--- src/rtl/floo_route_comp_arb.sv ---
`default_nettype none
// ============================================================================
// Module   : floo_route_comp_arb
// Brief    : Round-robin shared route-computation stage with per-channel
//            registered result slots and a saturating decode-error counter.
// Revision : 1.0
// ============================================================================
module floo_route_comp_arb #(
    parameter int unsigned NUM_CHANNELS     = 2,
    parameter int unsigned ROUTE_ALGO       = 0,    // 0: IdTable, 1: XYRouting, 2: SourceRouting
    parameter bit          USE_ID_TABLE     = 1'b1,
    parameter int unsigned ADDR_WIDTH       = 32,
    parameter int unsigned ID_WIDTH         = 8,
    parameter int unsigned XY_X_WIDTH       = 4,
    parameter int unsigned XY_Y_WIDTH       = 4,
    parameter int unsigned ROUTE_WIDTH      = 8,
    parameter int unsigned XY_ADDR_OFFSET_X = 0,
    parameter int unsigned XY_ADDR_OFFSET_Y = 0,
    parameter int unsigned ID_ADDR_OFFSET   = 0,
    parameter int unsigned NUM_ADDR_RULES   = 1,
    parameter int unsigned NUM_ROUTES       = 1,
    parameter int unsigned ERR_CNT_WIDTH    = 16
) (
    input  logic                                                  clk_i,
    input  logic                                                  rst_ni,
    input  logic [NUM_CHANNELS-1:0]                               valid_i,
    output logic [NUM_CHANNELS-1:0]                               ready_o,
    input  logic [NUM_CHANNELS-1:0][ADDR_WIDTH-1:0]               addr_i,
    input  logic [NUM_CHANNELS-1:0][ID_WIDTH-1:0]                 id_i,
    // Each rule is packed as {idx, start_addr, end_addr}; the range is [start, end).
    input  logic [NUM_ADDR_RULES-1:0][ID_WIDTH+2*ADDR_WIDTH-1:0]  addr_map_i,
    input  logic [NUM_ROUTES-1:0][ROUTE_WIDTH-1:0]                route_table_i,
    output logic [NUM_CHANNELS-1:0]                               valid_o,
    input  logic [NUM_CHANNELS-1:0]                               ready_i,
    output logic [NUM_CHANNELS-1:0][ID_WIDTH-1:0]                 id_o,
    output logic [NUM_CHANNELS-1:0][ROUTE_WIDTH-1:0]              route_o,
    output logic [NUM_CHANNELS-1:0]                               err_o,
    output logic [ERR_CNT_WIDTH-1:0]                              err_cnt_o,
    input  logic                                                  clear_err_i
);

    localparam int unsigned c_ptr_w      = (NUM_CHANNELS > 1) ? $clog2(NUM_CHANNELS) : 1;
    localparam int unsigned c_algo_idtab = 0;
    localparam int unsigned c_algo_xy    = 1;
    localparam int unsigned c_algo_src   = 2;

    logic [NUM_CHANNELS-1:0]                  r_valid;
    logic [NUM_CHANNELS-1:0][ID_WIDTH-1:0]    r_id;
    logic [NUM_CHANNELS-1:0][ROUTE_WIDTH-1:0] r_route;
    logic [NUM_CHANNELS-1:0]                  r_err;
    logic [c_ptr_w-1:0]                       r_ptr;
    logic [ERR_CNT_WIDTH-1:0]                 r_err_cnt;

    logic [NUM_CHANNELS-1:0] w_eligible;
    logic [NUM_CHANNELS-1:0] w_ready;
    logic                    w_gnt_any;
    logic [c_ptr_w-1:0]      w_gnt_idx;
    logic [ADDR_WIDTH-1:0]   w_addr;
    logic [ID_WIDTH-1:0]     w_id_in;
    logic [ID_WIDTH-1:0]     w_dec_id;
    logic                    w_dec_err;
    logic [ROUTE_WIDTH-1:0]  w_route;
    logic                    w_route_err;
    logic                    w_err;
    logic [ERR_CNT_WIDTH-1:0] w_err_cnt_nxt;
    logic                    w_unused;

    assign w_unused   = ^{id_i, addr_i, addr_map_i, route_table_i};
    assign w_eligible = valid_i & (~r_valid | ready_i);

    // Two passes: first eligible at or above the pointer, otherwise wrap to the lowest.
    always_comb begin
        w_ready   = '0;
        w_gnt_any = 1'b0;
        w_gnt_idx = '0;
        for (int unsigned c = 0; c < NUM_CHANNELS; c++) begin
            if (!w_gnt_any && w_eligible[c] && (c >= 32'(r_ptr))) begin
                w_gnt_any  = 1'b1;
                w_gnt_idx  = c_ptr_w'(c);
                w_ready[c] = 1'b1;
            end
        end
        for (int unsigned c = 0; c < NUM_CHANNELS; c++) begin
            if (!w_gnt_any && w_eligible[c]) begin
                w_gnt_any  = 1'b1;
                w_gnt_idx  = c_ptr_w'(c);
                w_ready[c] = 1'b1;
            end
        end
    end

    always_comb begin
        w_addr  = '0;
        w_id_in = '0;
        for (int unsigned c = 0; c < NUM_CHANNELS; c++) begin
            if (w_ready[c]) begin
                w_addr  = addr_i[c];
                w_id_in = id_i[c];
            end
        end
    end

    if (USE_ID_TABLE) begin : g_dec_table
        logic w_hit;
        always_comb begin
            w_hit    = 1'b0;
            w_dec_id = '0;
            for (int unsigned r = 0; r < NUM_ADDR_RULES; r++) begin
                if (!w_hit &&
                    (w_addr >= addr_map_i[r][ADDR_WIDTH +: ADDR_WIDTH]) &&
                    (w_addr <  addr_map_i[r][0 +: ADDR_WIDTH])) begin
                    w_hit    = 1'b1;
                    w_dec_id = addr_map_i[r][2*ADDR_WIDTH +: ID_WIDTH];
                end
            end
            w_dec_err = !w_hit;
        end
    end else if (ROUTE_ALGO == c_algo_xy) begin : g_dec_xy
        // Destination ID is packed {y, x} with x in the low bits.
        assign w_dec_id  = ID_WIDTH'({w_addr[XY_ADDR_OFFSET_Y +: XY_Y_WIDTH],
                                      w_addr[XY_ADDR_OFFSET_X +: XY_X_WIDTH]});
        assign w_dec_err = 1'b0;
    end else if (ROUTE_ALGO == c_algo_idtab) begin : g_dec_addr
        assign w_dec_id  = w_addr[ID_ADDR_OFFSET +: ID_WIDTH];
        assign w_dec_err = 1'b0;
    end else begin : g_dec_srcid
        assign w_dec_id  = w_id_in;
        assign w_dec_err = 1'b0;
    end

    if (ROUTE_ALGO == c_algo_src) begin : g_route_src
        logic [ID_WIDTH-1:0] w_idx;
        assign w_idx = USE_ID_TABLE ? w_dec_id : w_id_in;
        always_comb begin
            w_route     = '0;
            w_route_err = (32'(w_idx) >= NUM_ROUTES);
            for (int unsigned r = 0; r < NUM_ROUTES; r++) begin
                if (32'(w_idx) == r) begin
                    w_route = route_table_i[r];
                end
            end
        end
    end else if ((ROUTE_ALGO == c_algo_idtab) || (ROUTE_ALGO == c_algo_xy)) begin : g_route_none
        assign w_route     = '0;
        assign w_route_err = 1'b0;
    end else begin : g_bad_algo
        $fatal(1, "floo_route_comp_arb: unsupported ROUTE_ALGO");
    end

    assign w_err = w_dec_err | w_route_err;

    // Clear takes effect first so that clear plus a simultaneous error yields 1.
    always_comb begin
        w_err_cnt_nxt = clear_err_i ? '0 : r_err_cnt;
        if (w_gnt_any && w_err && !(&w_err_cnt_nxt)) begin
            w_err_cnt_nxt = w_err_cnt_nxt + 1'b1;
        end
    end

    always_ff @(posedge clk_i or negedge rst_ni) begin
        if (!rst_ni) begin
            r_valid   <= '0;
            r_id      <= '0;
            r_route   <= '0;
            r_err     <= '0;
            r_ptr     <= '0;
            r_err_cnt <= '0;
        end else begin
            for (int unsigned c = 0; c < NUM_CHANNELS; c++) begin
                if (w_ready[c]) begin
                    r_valid[c] <= 1'b1;
                    r_id[c]    <= w_dec_id;
                    r_route[c] <= w_route;
                    r_err[c]   <= w_err;
                end else if (ready_i[c]) begin
                    r_valid[c] <= 1'b0;
                end
            end
            if (w_gnt_any) begin
                r_ptr <= (w_gnt_idx == c_ptr_w'(NUM_CHANNELS - 1)) ? '0 : w_gnt_idx + 1'b1;
            end
            r_err_cnt <= w_err_cnt_nxt;
        end
    end

    assign ready_o   = w_ready;
    assign valid_o   = r_valid;
    assign id_o      = r_id;
    assign route_o   = r_route;
    assign err_o     = r_err;
    assign err_cnt_o = r_err_cnt;

endmodule
`default_nettype wire

--- config.mk ---
export PLATFORM = sky130hd
export DESIGN_NAME = floo_route_comp_arb
export DESIGN_NICKNAME = d
export VERILOG_FILES = /design/src/rtl/floo_route_comp_arb.sv
export SDC_FILE = /design/constraint.sdc
export NUM_CORES = 1
export LEC_CHECK = 0
export CAP_MARGIN = 0
export CORE_ASPECT_RATIO = 1.2
export CORE_MARGIN = 2
export CORE_UTILIZATION = 35
export DETAILED_ROUTE_END_ITERATION = 10
export GPL_ROUTABILITY_DRIVEN = 0
export MAX_ROUTING_LAYER = met4
export PLACE_DENSITY_LB_ADDON = 0.2
export SYNTH_ARGS = -nofsm -noshare
export SYNTH_HDL_FRONTEND = slang
export SYNTH_SLANG_ARGS = --single-unit
--- constraint.sdc ---
create_clock -name clk_i -period 3.5 [get_ports clk_i]
set_clock_uncertainty 0.05 [all_clocks]
set_input_delay 0.7 -clock clk_i [delete_from_list [all_inputs] [get_ports clk_i]]
set_output_delay 0.7 -clock clk_i [all_outputs]
set_load 0.01 [all_outputs]
== Word-level counts from Yosys, hierarchy flattened ==
Index checks and enable logic that the tools add are counted.

* $lt $le $gt $ge: 3
* Reductions and logical operators: 15
* Add/sub/neg operators: 2
* Muxes and demuxes: 20
* Bitwise gates (word level): 3

{| class="wikitable"
|+ Operators by type and width
! cell !! count
|-
| 32-bit two-way mux || 2
|-
| 32-bit greater-or-equal comparator || 1
|-
| 32-bit less-than comparator || 1
|-
| 16-bit two-way mux || 2
|-
| 16-bit by 1-bit adder with 16-bit output, second input constant || 1
|-
| 16-bit AND reduction || 1
|-
| 1-bit two-way mux || 15
|-
| 8-bit two-way mux || 1
|-
| 1-bit logical AND || 7
|-
| 1-bit logical NOT || 5
|-
| 2-bit nonzero test || 2
|-
| 2-bit bitwise AND || 1
|-
| 2-bit inverter || 1
|-
| 2-bit bitwise OR || 1
|-
| 1-bit adder, second input constant || 1
|-
| 1-bit greater-or-equal comparator, first input constant || 1
|}

* Input bits: 167
* Flip-flop bits (word level): 37
* Output and inout port bits: 54

== Logic depth before layout (Yosys ltp) ==
Gate-level depths: netlist of run 1.

* Word-level depth: 22
* Depth in mapped cells: 17

== Least setup slack after synthesis of run 1 ==
No wires, ideal clock.

* Path kind: input to register
* Start point: input ready_i[1]
* End point: register r_err_cnt[8] (netlist: err_cnt_o[8])
* Data arrival time: 3.774 ns
* Cell stages on the path: 15
* Data required time: 3.325 ns
* Buffers on the path: 1
* Setup slack: -0.449 ns
* Cell sequence: nand2b_1 nand2_1 o21bai_2 inv_2 clkbuf_1 a22o_1 ha_1 a21oi_2 nand2_1 a2111oi_2 o21ai_1 a2111oi_4 nor4b_2 nor4b_1 mux2_2

* Cells in the longest elaborated chain, start to end: 18

{| class="wikitable"
|+ Ends and longest elaborated chain
! item !! line !! source
|-
| start: declaration || 34 || <nowiki>input logic [NUM_CHANNELS-1:0] ready_i,</nowiki>
|-
| 2-bit bitwise OR * || 69 || <nowiki>assign w_eligible = valid_i & (~r_valid | ready_i);</nowiki>
|-
| 2-bit bitwise AND * || 69 ||
|-
| 1-bit logical AND || 77 || <nowiki>if (!w_gnt_any && w_eligible[c] && (c >= 32'(r_ptr))) begin</nowiki>
|-
| 1-bit two-way mux || 77 ||
|-
| 1-bit logical NOT || 84 || <nowiki>if (!w_gnt_any && w_eligible[c]) begin</nowiki>
|-
| 1-bit logical AND || 84 ||
|-
| 1-bit two-way mux || 84 ||
|-
| 1-bit logical NOT || 84 ||
|-
| [2 not listed] || n/a ||
|-
| net ready_o[1] || 27 || <nowiki>output logic [NUM_CHANNELS-1:0] ready_o,</nowiki>
|-
| 32-bit two-way mux * || 96 || <nowiki>if (w_ready[c]) begin</nowiki>
|-
| 32-bit greater-or-equal comparator / 32-bit less-than comparator (equally long branches) || 110, 111 ||
|-
| 1-bit logical AND * || 110 || <nowiki>(w_addr >= addr_map_i[r][ADDR_WIDTH +: ADDR_WIDTH]) &&</nowiki>
|-
| 1-bit two-way mux * || 109 || <nowiki>if (!w_hit &&</nowiki>
|-
| 1-bit logical NOT * || 116 || <nowiki>w_dec_err = !w_hit;</nowiki>
|-
| 1-bit logical AND * (2 in series) || 155 || <nowiki>if (w_gnt_any && w_err && !(&w_err_cnt_nxt)) begin</nowiki>
|-
| 16-bit two-way mux * || 155 ||
|-
| net w_err_cnt_nxt[8] || 65 || <nowiki>logic [ERR_CNT_WIDTH-1:0] w_err_cnt_nxt;</nowiki>
|-
| end signal: assignment || 182 || <nowiki>r_err_cnt <= w_err_cnt_nxt;</nowiki>
|-
| end: declaration || 52 || <nowiki>logic [ERR_CNT_WIDTH-1:0] r_err_cnt;</nowiki>
|}

Mark *: on every way through the listed nets, which the timed path passes. The rest lies on a longest branch.
A chain may end at the register's enable or synchronous reset.

== Final worst setup path of run 1 ==
* Start point: input ready_i[1]
* End point: register r_err_cnt[9] (netlist: err_cnt_o[9])

* Cells in the longest elaborated chain, start to end: 18

{| class="wikitable"
|+ Ends and longest elaborated chain
! item !! line
|-
| 2-bit bitwise OR * || 69
|-
| 2-bit bitwise AND * || 69
|-
| 1-bit logical AND || 77
|-
| 1-bit two-way mux || 77
|-
| 1-bit logical NOT || 84
|-
| 1-bit logical AND || 84
|-
| 1-bit two-way mux || 84
|-
| 1-bit logical NOT || 84
|-
| [2 not listed] || n/a
|-
| 32-bit two-way mux || 96
|-
| 32-bit greater-or-equal comparator / 32-bit less-than comparator (equally long branches) || 110, 111
|-
| 1-bit logical AND || 110
|-
| 1-bit two-way mux || 109
|-
| 1-bit logical NOT || 116
|-
| 1-bit logical AND * (2 in series) || 155
|-
| 16-bit two-way mux * || 155
|-
| net w_err_cnt_nxt[9] || 65
|}

Marked as above.

==> results of run 1 <==
[metrics by stage]
stage	util	setup TNS, ns	cell area (um^2)	hold WS (ns)	power, mW
after floorplan	-	-0.1398	3979	0.3544	1.010
after global placement	0.5749	-22.83	6046	0.4149	1.441
after detailed placement	0.5749	-25.25	6046	0.4214	1.469
after CTS	0.6534	-4.488	6872	0.4344	2.160
after global routing	0.6715	-8.336	7062	0.4689	2.336
final	0.6715	-3.978	7062	0.4309	2.206
[worst max-delay path, stage by stage]
cell       delay, ns
buf_6           0.09
nand2b_4        0.14
nand2_2         0.07
o21bai_4        0.13
inv_4           0.08
buf_6           0.14
buf_16          0.13
buf_6           0.11
a22o_1          0.21
ha_1            0.32
nor2b_1         0.14
o21ai_0         0.14
nand3_1         0.16
a2111oi_4       0.35
nor4b_4         0.12
buf_12          0.15
clkbuf_16       0.14
or4b_1          0.46
a21oi_1         0.14
[synthesized netlist by cell type (9+ instances only)]
cell type,instances
ha_1,64
nand4_1,12
a22o_1,31
nand2_1,50
o21ai_0,27
nor2b_1,9
a21oi_1,24
clkbuf_1,12
dfrtp_1,37
buf_4,18
nand3_1,14
nor2_1,18
inv_1,65
[path summary, 6_finish.rpt]
path	from	endpoint	cells past startpoint
worst max-delay path	ready_i[1]	err_cnt_o[9]	19
worst min-delay path	id_o[7]	id_o[7]	2
worst max register to register	valid_o[0]	err_cnt_o[9]	19
worst min register to register	id_o[7]	id_o[7]	2
max in group asynchronous	rst_ni	id_o[5]	2
min in group asynchronous	rst_ni	err_cnt_o[2]	2
[power groups by stage]
stage	combinational [mW]	sequential [mW]	clock, mW
6_report	1.23	0.515	0.458
5_1_grt	1.34	0.521	0.481
4_1_cts	1.18	0.515	0.463
3_5_place_dp	0.949	0.520	0
3_3_place_gp	0.922	0.519	0
2_1_floorplan	0.475	0.535	0
[layout make-up]
class                      instances  area share
clock buffer                       5     0.01772
clock inverter                     3    0.003012
inverter                          67     0.03632
multi-input combinational        341      0.4336
sequential                        37      0.1311
tap                              129     0.02286
timing repair buffer             244      0.3554
[metal layers]
| layer | track usage | part of all wire |
|---|---|---|
| met1 | 0.2556 | 0.37 |
| met2 | 0.4481 | 0.54 |
| met3 | 0.04216 | 0.070 |
| met4 | 0.07791 | 0.027 |
| met5 | - | 0 |
[timing repair]
action	CTS	global route
gates cloned	6	0
pin swaps	46	38
setup endpoints to repair	34	34
hold endpoints to repair	0	0
setup buffers	17	9
resized for setup	99	42
[state kept, by name, indices dropped and copies added (netlist names)]
register	cells
err_o	2
r_ptr	1
valid_o	2
id_o	16
err_cnt_o	16
[cells by family (layout without fill, tap and decap cells)]
group | Yosys count | in the layout
AO/OA/AOI/OAI | 119 | 119
XOR/XNOR | 4 | 4
adder cells (fa/ha/maj) | 64 | 64
buffers and inverters | 100 | 319
flip-flops | 37 | 37
multiplexers | 3 | 3
other | 1 | 16
AND/OR/NAND/NOR | 135 | 135
==> reports/metrics.cfg, run 1 <==
[sta]
tightest_slew_ns=0.5468
setup_ws_ns=-0.2707
max-slew-margin-rel=0.6346
min_period_ns=3.771
rsz0062_at_grt=true
finalHoldViolCount=0
setup-violations-final=32
fin_crit_sh=1.077
fmax_mhz=265.2
drv_slew=0

[floorplan]
rows=41
die_w_um=98.90
fp.dieArea_um2=11660
core_um2=10520
io_pins=221
die_y_um=117.9
start_util=0.3597

[power_and_ir_drop]
p_clk_frac=0.208
p_sw_uw=763.4
p_leak_nw=3.241
p_int_mw=1.442
comb_power_share=0.559
p_per_area_nw_per_um2=312.3
seqPwrFrac=0.233
sw_frac_of_total=0.3461
vdd.ir_drop.worst_mv=0.3109

[clock_network]
insertion_delay_ns=0.29
tritoncts=yes
clk_pin_slew_ns=0.06
cts_buffers=5
postCtsHoldBufs=0
cts_sinks=37
cts_root_buf=clkbuf_16
cts_buffer_depth=2
htreeDepth=2

[finish]
area_growth_pct=86.70
fillers=826
layout_common_cells=clkdlybuf4s50_1, inv_1, ha_1
diodes=0
ff_latch_area_um2=925.9
multi_input_area_um2=3062
final_nets=927
layout-drive-gt1-share=0.2525
stdcell_count=826
layout_commonest_cell=clkdlybuf4s50_1

[global_routing]
antenna_found_initial=0
grt_pass1_wl_mm=22.18
grt_pass1_vias=4555
track_usage=0.2416
grt-ovfl-total=0
grt_max_degree=38

[synthesis]
synth_enable_flop_cells=0
async_flop_share=1.000
yosys-mux-area-fraction=0.008932
synth_top_area_cell=dfrtp_1
yosysWarnings=0
ys_seq_elements=37
synthAdderAreaFrac=0.2117
synthCells=463
synth_area_per_cell_um2=8.169
synth-main-ff-cell=dfrtp_1
yosysTopAreaCellShare=0.2448
synth.area.top_cells=dfrtp_1, ha_1, a22o_1, inv_1, nand2_1
ys_seq_area_frac=0.2448
synth_compound_area_frac=0.2213
ys_types=54
synth-xor-area-share=0.009262
yosys.area_share.simple=0.1833
synth_top_family_by_area=compound AO/OA/AOI/OAI gates
synth_area_um2=3782

[worst_setup_path]
critical_path_required_ns=3.66
cp-end-kind=register
path_class=in2reg
worstSetupStartpointType=input port
crit_fanout=6
cp.arrival_ns=3.93
r2r_setup_slack_ns=-0.20

[placement]
port_buffers=180
dp_slack_ns=-0.8921
dp_cells=792
place_hpwl_mm=9.939

[run_status]
status=finished with violations
violations=setup timing

[routing]
drt_wl_total_mm=14.18
viasPerCell=5.206
drc=0
drtPass1Iterations=4
vias=4300
wl_per_cell_um=17.17
drt_iter0_drc=86
ant_nets=0

[run]
drv_cap=0

[hold_path]
min_path_type=reg2reg

Note: power is estimated with default switching activity, not from simulation.
==> run 2: changes to the inputs <==
--- a/config.mk
+++ b/config.mk
@@ -9,6 +9,7 @@
 export CORE_ASPECT_RATIO = 1.2
 export CORE_MARGIN = 2
 export CORE_UTILIZATION = 35
+export CTS_CLUSTER_SIZE = 40
 export DETAILED_ROUTE_END_ITERATION = 10
 export GPL_ROUTABILITY_DRIVEN = 0
 export MAX_ROUTING_LAYER = met4
@@ -16,3 +17,4 @@
 export SYNTH_ARGS = -nofsm -noshare
 export SYNTH_HDL_FRONTEND = slang
 export SYNTH_SLANG_ARGS = --single-unit
+export TNS_END_PERCENT = 100
==> results of run 2 <==
No change in the layout: final DEF, timing and power equal those of run 1.
